==> config.mk <==
export PLATFORM = sky130hd
export DESIGN_NAME = instr_mem_sync
export DESIGN_NICKNAME = d
export VERILOG_FILES = /design/src/rtl/instr_mem_pkg.sv /design/src/rtl/instr_mem_addr_chk.sv /design/src/rtl/instr_mem_sync.sv
export SDC_FILE = /design/constraint.sdc
export NUM_CORES = 2
export LEC_CHECK = 0
export BUFFER_PORTS_ARGS = -buffer_cell sky130_fd_sc_hd__buf_2
export CAP_MARGIN = 0
export CORE_MARGIN = 2
export CORE_UTILIZATION = 62
export CTS_CLUSTER_DIAMETER = 50
export CTS_CLUSTER_SIZE = 14
export DETAILED_ROUTE_END_ITERATION = 10
export PLACE_DENSITY = 0.79
export SLEW_MARGIN = 0
export SYNTH_ARGS = -nofsm -noshare
export SYNTH_HDL_FRONTEND = slang
export SYNTH_SLANG_ARGS = --single-unit
==> constraint.sdc <==
create_clock -name clk -period 4.3 [get_ports clk]
set_input_delay 0.645 -clock clk [delete_from_list [all_inputs] [get_ports clk]]
set_output_delay 0.645 -clock clk [all_outputs]
set_load 0.005 [all_outputs]
==> src/rtl/instr_mem_pkg.sv <==
// Shared definitions for the instruction memory and its address checker.
//   state_t          : sequencer state (clear after reset, then run)
//   PC_MODE_WORD/BYTE: how the fetch pc is interpreted
//   NOP_WORD_DEFAULT : word returned on faulted fetches and written by clear
package instr_mem_pkg;

  typedef logic [0:0] state_t;
  localparam state_t ST_CLEAR = 1'b0;
  localparam state_t ST_RUN   = 1'b1;

  localparam int PC_MODE_WORD = 0;
  localparam int PC_MODE_BYTE = 1;

  // Zero today; may become addi x0,x0,0 (32'h00000013) later.
  localparam logic [31:0] NOP_WORD_DEFAULT = 32'h0000_0000;

endpackage

==> src/rtl/instr_mem_addr_chk.sv <==
// Combinational fetch-address translation and fault detection.
//   pc    : 64-bit fetch address (word index or byte address per PC_MODE)
//   idx   : word index into the array (only meaningful when fault=0)
//   fault : index beyond DEPTH (full-width compare) or misaligned byte address
module instr_mem_addr_chk
  import instr_mem_pkg::*;
#(
  parameter int DEPTH   = 64,
  parameter int AW      = $clog2(DEPTH),
  parameter int PC_MODE = PC_MODE_WORD
) (
  input  logic [63:0]   pc,
  output logic [AW-1:0] idx,
  output logic          fault
);

  logic [63:0] word;
  logic        misaligned;

  always_comb begin
    if (PC_MODE == PC_MODE_BYTE) begin
      word       = pc >> 2;
      misaligned = (pc[1:0] != 2'b00);
    end else begin
      word       = pc;
      misaligned = 1'b0;
    end
    idx   = word[AW-1:0];
    // Compare all 64 bits so a huge pc never aliases onto a valid word.
    fault = misaligned || (word >= 64'(DEPTH));
  end

endmodule

==> src/rtl/instr_mem_sync.sv <==
// Synchronous-read instruction memory with power-up clear and a program
// load port.
//   clk, reset             : rising-edge clock, synchronous active-high reset
//   fetch_req, pc          : fetch request and address (PC_MODE interpretation)
//   fetch_valid            : instrucao/fetch_err valid, one cycle after request
//   instrucao, fetch_err   : fetched word, fault flag (word = NOP_WORD on fault)
//   prog_we/addr/data      : program write port, honoured only once ready
//   ready                  : clear sequence finished
module instr_mem_sync
  import instr_mem_pkg::*;
#(
  parameter int             IW       = 32,
  parameter int             DEPTH    = 64,
  parameter int             AW       = $clog2(DEPTH),
  parameter int             PC_MODE  = PC_MODE_WORD,
  parameter logic [IW-1:0]  NOP_WORD = IW'(NOP_WORD_DEFAULT)
) (
  input  logic          clk,
  input  logic          reset,
  input  logic          fetch_req,
  input  logic [63:0]   pc,
  output logic          fetch_valid,
  output logic [IW-1:0] instrucao,
  output logic          fetch_err,
  input  logic          prog_we,
  input  logic [AW-1:0] prog_addr,
  input  logic [IW-1:0] prog_data,
  output logic          ready
);

  state_t        state;
  logic [AW-1:0] cnt;
  logic [IW-1:0] mem [DEPTH];
  logic [IW-1:0] rd_q;
  logic          sel_nop;   // instrucao shows NOP_WORD instead of rd_q

  logic [AW-1:0] idx;
  logic          fault;

  instr_mem_addr_chk #(
    .DEPTH   (DEPTH),
    .AW      (AW),
    .PC_MODE (PC_MODE)
  ) u_addr_chk (
    .pc    (pc),
    .idx   (idx),
    .fault (fault)
  );

  logic          run;
  logic          fetch_go;
  logic          clr_we;
  logic          prog_ok;
  logic          we;
  logic [AW-1:0] waddr;
  logic [IW-1:0] wdata;

  assign run      = (state == ST_RUN);
  assign fetch_go = run && fetch_req && !reset;
  assign clr_we   = (state == ST_CLEAR) && !reset;
  assign prog_ok  = run && prog_we && !reset && (32'(prog_addr) < 32'(DEPTH));

  // Single write port shared by the clear sequencer and the program port.
  assign we    = clr_we || prog_ok;
  assign waddr = clr_we ? cnt : prog_addr;
  assign wdata = clr_we ? NOP_WORD : prog_data;

  // Storage: no reset so it maps onto block RAM with a registered read.
  // Nonblocking read and write in one block give read-before-write.
  always_ff @(posedge clk) begin
    if (we)
      mem[waddr] <= wdata;
    if (fetch_go)
      rd_q <= mem[idx];
  end

  always_ff @(posedge clk) begin
    if (reset) begin
      state       <= ST_CLEAR;
      cnt         <= '0;
      fetch_valid <= 1'b0;
      fetch_err   <= 1'b0;
      sel_nop     <= 1'b1;
    end else begin
      fetch_valid <= fetch_go;
      // Output flags only change on an accepted fetch so they hold otherwise.
      if (fetch_go) begin
        fetch_err <= fault;
        sel_nop   <= fault;
      end
      if (state == ST_CLEAR) begin
        cnt <= cnt + 1'b1;
        if (cnt == AW'(DEPTH - 1))
          state <= ST_RUN;
      end
    end
  end

  assign instrucao = sel_nop ? NOP_WORD : rd_q;
  assign ready     = run;

endmodule

# == Yosys cells after proc, flatten, opt, wreduce, memory -nomap -nowiden ==
# Memory sizes are Yosys's and may differ from the RTL's. A register that Yosys moved wholly into a read port is not among the register bits.
# Cells that the tools add are included.
# totals
reg_bits,10
ramBits,2048
input_bits,106
out_inout_bits,35
elab_cells,24
mem_count,1
# mem_list
memory,depth,width,rd,rd_clocked_by_memory_dff,wr,line_no,text
mem,64,32,1,1,1,instr_mem_sync.sv:33,logic [IW-1:0] mem [DEPTH];
# classes
add_sub_neg,1
n_lt_le_gt_ge,1
n_eq_ne,1
n_mux,7
bitwise_logic,1
n_reduce_logical,7
# ops
operator,count
greater-or-equal comparator 64 x 7 -> 1 bit (second input constant),1
two-way mux 32 bit,2
adder 6 x 1 -> 6 bit (second input constant),1
== test 6 bit (second input constant),1
two-way mux 6 bit,1
logical AND 1 bit,5
two-way mux 1 bit,4
zero test 1 bit,1
logical OR 1 bit,1
inverter 1 bit,1

# == Longest topological paths before layout ==
# depth
depth_word,5
mapped_depth,10
mapped_depth_nobuf,5

# == Hierarchy ==
# From an unflattened synthesis, not the netlist that was laid out.
# hier_totals
hier_cells,3520
hier_area_um2,79739.0
# modules_own_cells
module,instances,cells_per_inst,area_each_um2,seq_area_each_um2
instr_mem_sync,1,3494,79565.1,62660.1
instr_mem_addr_chk,1,26,173.9,0.0

# == Worst setup path before layout ==
# No wires, ideal clock.
# synth_path
path_kind,input port to flip-flop
startpoint,input reset
endpoint,memory mem[32][0] (enable)
setup_ps,421
arrival_time_ps,3098
required_time_ps,3879
slack_ps,781
stages,6
n_path_buf,1
cell_sequence,or2_2 -> clkbuf_1 -> or3_1 -> o31ai_1 -> nand2_1 -> nor2_1
# synth_between
elab_chain_cells,5
word_cells_on_any_way,7
classes_between,mux: 3; reduce/logical: 4
# synth_rtl
item,line_no,text
from (decl),instr_mem_sync.sv:19,"input logic reset,"
zero test 1 bit (*),"instr_mem_sync.sv:60, instr_mem_sync.sv:61",
"logical AND 1 bit, on equally long branches","instr_mem_sync.sv:60, instr_mem_sync.sv:61",
logical OR 1 bit,instr_mem_sync.sv:64,assign we = clr_we || prog_ok;
two-way mux 1 bit,instr_mem_sync.sv:71,if (we)
two-way mux 1 bit (implied by the code),instr_mem_sync.sv:72,mem[waddr] <= wdata;
to (decl),instr_mem_sync.sv:33,
# Every way passes the cells marked *; elsewhere a longest branch is shown, timed or not.

==> results.cfg <==
[status]
status = finished with violations
violations = capacitance limit, slew limit

[timing]
timing.max_slew.rel_slack_pct = -0.04223
worstMarginPinSlew_ns = 1.489
max_clock_freq_mhz = 287.7
fin_tns_setup_ns = 0
skew_ns = 0.03327
hold_violations = 0
setup_violations = 0
layout_min_cycle_time_ns = 3.476
rsz0062_at_grt = false
slew_viol_final = 1
fin_crit_sh_pct = 80.83

[clock_network]
cts-htree-levels = 4
cts_setup_buffers = 0
clk_path_buf_depth = 3
cts_resized = 0
cts_buffers = 174
root_buffer = clkbuf_16
cts_tree = done
ctsHoldBuffers = 0
clk_pin_slew_worst_paths_ns = 0.07
cts.sink_count = 2090
clock_latency_ns = 0.81

[floorplanning]
fp.dieH_um = 362.9
die_w_um = 362.9
ios = 141
die-area_sq_um = 131700
initial_core_util_pct = 62.54
core_sq_um = 127700
num_rows = 131

[pwr]
p_int_mw = 31.29
p_switching_mw = 8.400
comb_power_share_pct = 5.8
clkPwrFrac_pct = 37.5
power.density_nw_per_um2 = 442.7
ir_drop_mv = 0.4196
p_sw_share_pct = 21.16
seqPwrFrac_pct = 56.7
p_leak_nw = 28.44

[cells_and_area]
drive_gt1_share_pct = 29.53
regArea_sq_um = 62660
n_fill_cell = 7003
instances_no_fill = 5647
final_nets = 4019
synthToLayoutAreaGrowth_pct = 12.28
multi_input_area_sq_um = 16680

[logic_synthesis]
synth_fa_ha_area_share_pct = 0.01567
synth_area_leader_cell = edfxtp_1
synth_common_cells = 2080 x edfxtp_1, 477 x mux4_2, 106 x nor2_1, 91 x clkbuf_1, 85 x mux2i_1
synth_nets = 3666
avgSynthCellArea_sq_um = 22.44
synthMuxAreaShare_pct = 14.80
synthCells = 3559
synth_area_sq_um = 79860
synth-seq-cells = 2090
synthTopCellsByArea = edfxtp_1 78%, mux4_2 13%, mux2i_1 1.1%
synth_top_family_by_area = multiplexers
synth.distinct_cells = 49
ys_async_sr_fraction_pct = 0
synth_simple_gate_area_share_pct = 2.201
synth_compound_area_share_pct = 3.127
synth.most_common_cell = edfxtp_1
synth-xor-area-share_pct = 0.04387
yosys_warnings = 0
synth-edff-count = 2080
synth_ff_type = edfxtp_1
netlist.area_leader.share_pct = 78.21
synth_seq_area_share_pct = 78.46

[routing]
vias = 41030
routed_wl_um = 216200
drc = 0
drtAntennaViolNets = 0
drt_iter0_drc = 6965
via_per_inst = 7.265
wl_per_cell_um = 38.29
dr.pass1.iters = 8

[setup_path]
criticalPathCategory = in -> reg
critPathCaptureType = flip-flop
cp-start-kind = primary input
max_stage_delay_ns = 1.14
critPathMaxFanout = 81
crit_required_ns = 4.94
r2r-start = ready
crit_start = pc[1]
arrival_ns = 4.11
path_cells = buf_8, nand2_1, buf_4, o221ai_1, a31oi_1, nor3_1, o211a_1
r2r_slack_ns = 0.85
crit_slowest_cell = nor3_1

[placement]
placed_cells = 5398
dp_hpwl_um = 124600
gp_congestion = 0.9278
port_buffers = 140

[global_routing]
antenna_found_initial = 18
grt-ovfl-total = 0
grt_pass1_wl_um = 304800
grt_start_max_net_pins = 82
grt_use_total_pct = 33.40
grt_pass1_vias = 41370

[min_path]
holdCritStartpoint = reset
holdCritPathClass = in -> reg

[job]
cap_violations = 1
-- path summary, 6_finish.rpt --
kind	endpoint	cells after the start
max	rd_q[12]	7
min	cnt[3]	2
max reg2reg	mem[34][17]	6
min reg2reg	fetch_err	2
-- power by group through the flow --
stage	clock, mW	combinational, mW	sequential (mW)
6_report	14.9	2.31	22.5
5_1_grt	15.6	2.38	22.5
4_1_cts	14.9	2.26	22.5
3_5_place_dp	0	2.23	23.0
3_3_place_gp	0	2.17	22.9
2_1_floorplan	0	1.23	23.0
-- cells in the final DEF, fill, tap and decap left out, drive strengths merged, types with 6 or more instances in the layout --
cell,n
nand4,8
mux4,485
nor2b,49
buf,376
nand3,40
nor4,15
o22ai,52
clkbuf,208
edfxtp,2080
a211oi,6
diode,6
or2,6
and2,36
nor3,27
inv,10
dfxtp,10
o221ai,35
a22o,29
nand2,33
nand2b,11
o211a,14
a22oi,56
mux2i,85
nand3b,7
a2111oi,10
bufinv,8
o21ai,20
nor2,106
a21oi,45
a221oi,45
clkinv,21
a31oi,20
-- stage by stage --
stage	hold WS [ns]	cell area [sq um]	power (mW)	util [%]	setup WS [ns]
finish	0.1800	89660	39.70	70.22	0.8242
floorplan	0.4683	79860	24.18	-	0.7807
global placement	0.4957	84560	25.11	66.23	0.1366
CTS	0.1443	89650	39.70	70.21	0.9086
detailed placement	0.5026	84560	25.18	66.23	0.1294
global route	0.1846	89650	40.48	70.21	0.6855
-- critical path: cells and delay by family --
family,cells,cell delay [ns]
AND/OR/NAND/NOR,2,1.72
buffers and inverters,2,0.99
AO/OA/AOI/OAI,3,0.58
-- layout make-up --
class / instances / share of cell area, %
clock inverter: 35 / 0.5442
timing repair buffer: 376 / 3.475
antenna: 6 / 0.01675
tap: 1662 / 2.319
inverter: 6 / 0.02512
clock buffer: 208 / 5.128
sequential: 2090 / 69.89
multi-input combinational: 1264 / 18.61
-- layer usage --
layer,vias up,track usage (%),share of wire [%]
met2,3283,51.90,48
met1,21260,44.87,33
met3,628,8.898,14
met5,-,0,0.047
met4,16,15.75,5.4
li1,15840,-,-
-- logic make-up (layout without fill, tap and decap cells) --
kind of cell               Yosys count  in the layout
DFF                               2090           2090
muxes                              571            571
and+or+nand+nor                    347            347
AOI/OAI and AO/OA                  341            341
buffers and inverters              205            625
xor gates and xnor gates             4              4
adders and majority gates            1              1
other                                0              6
-- flip-flops by register name, summed over array words and instances, names as in the netlist --
| name | count |
|---|---|
| cnt | 6 |
| fetch_err | 1 |
| fetch_valid | 1 |
| mem | 2048 |
| rd_q | 32 |
| ready | 1 |
| sel_nop | 1 |
(Power assumes the default switching activity.)
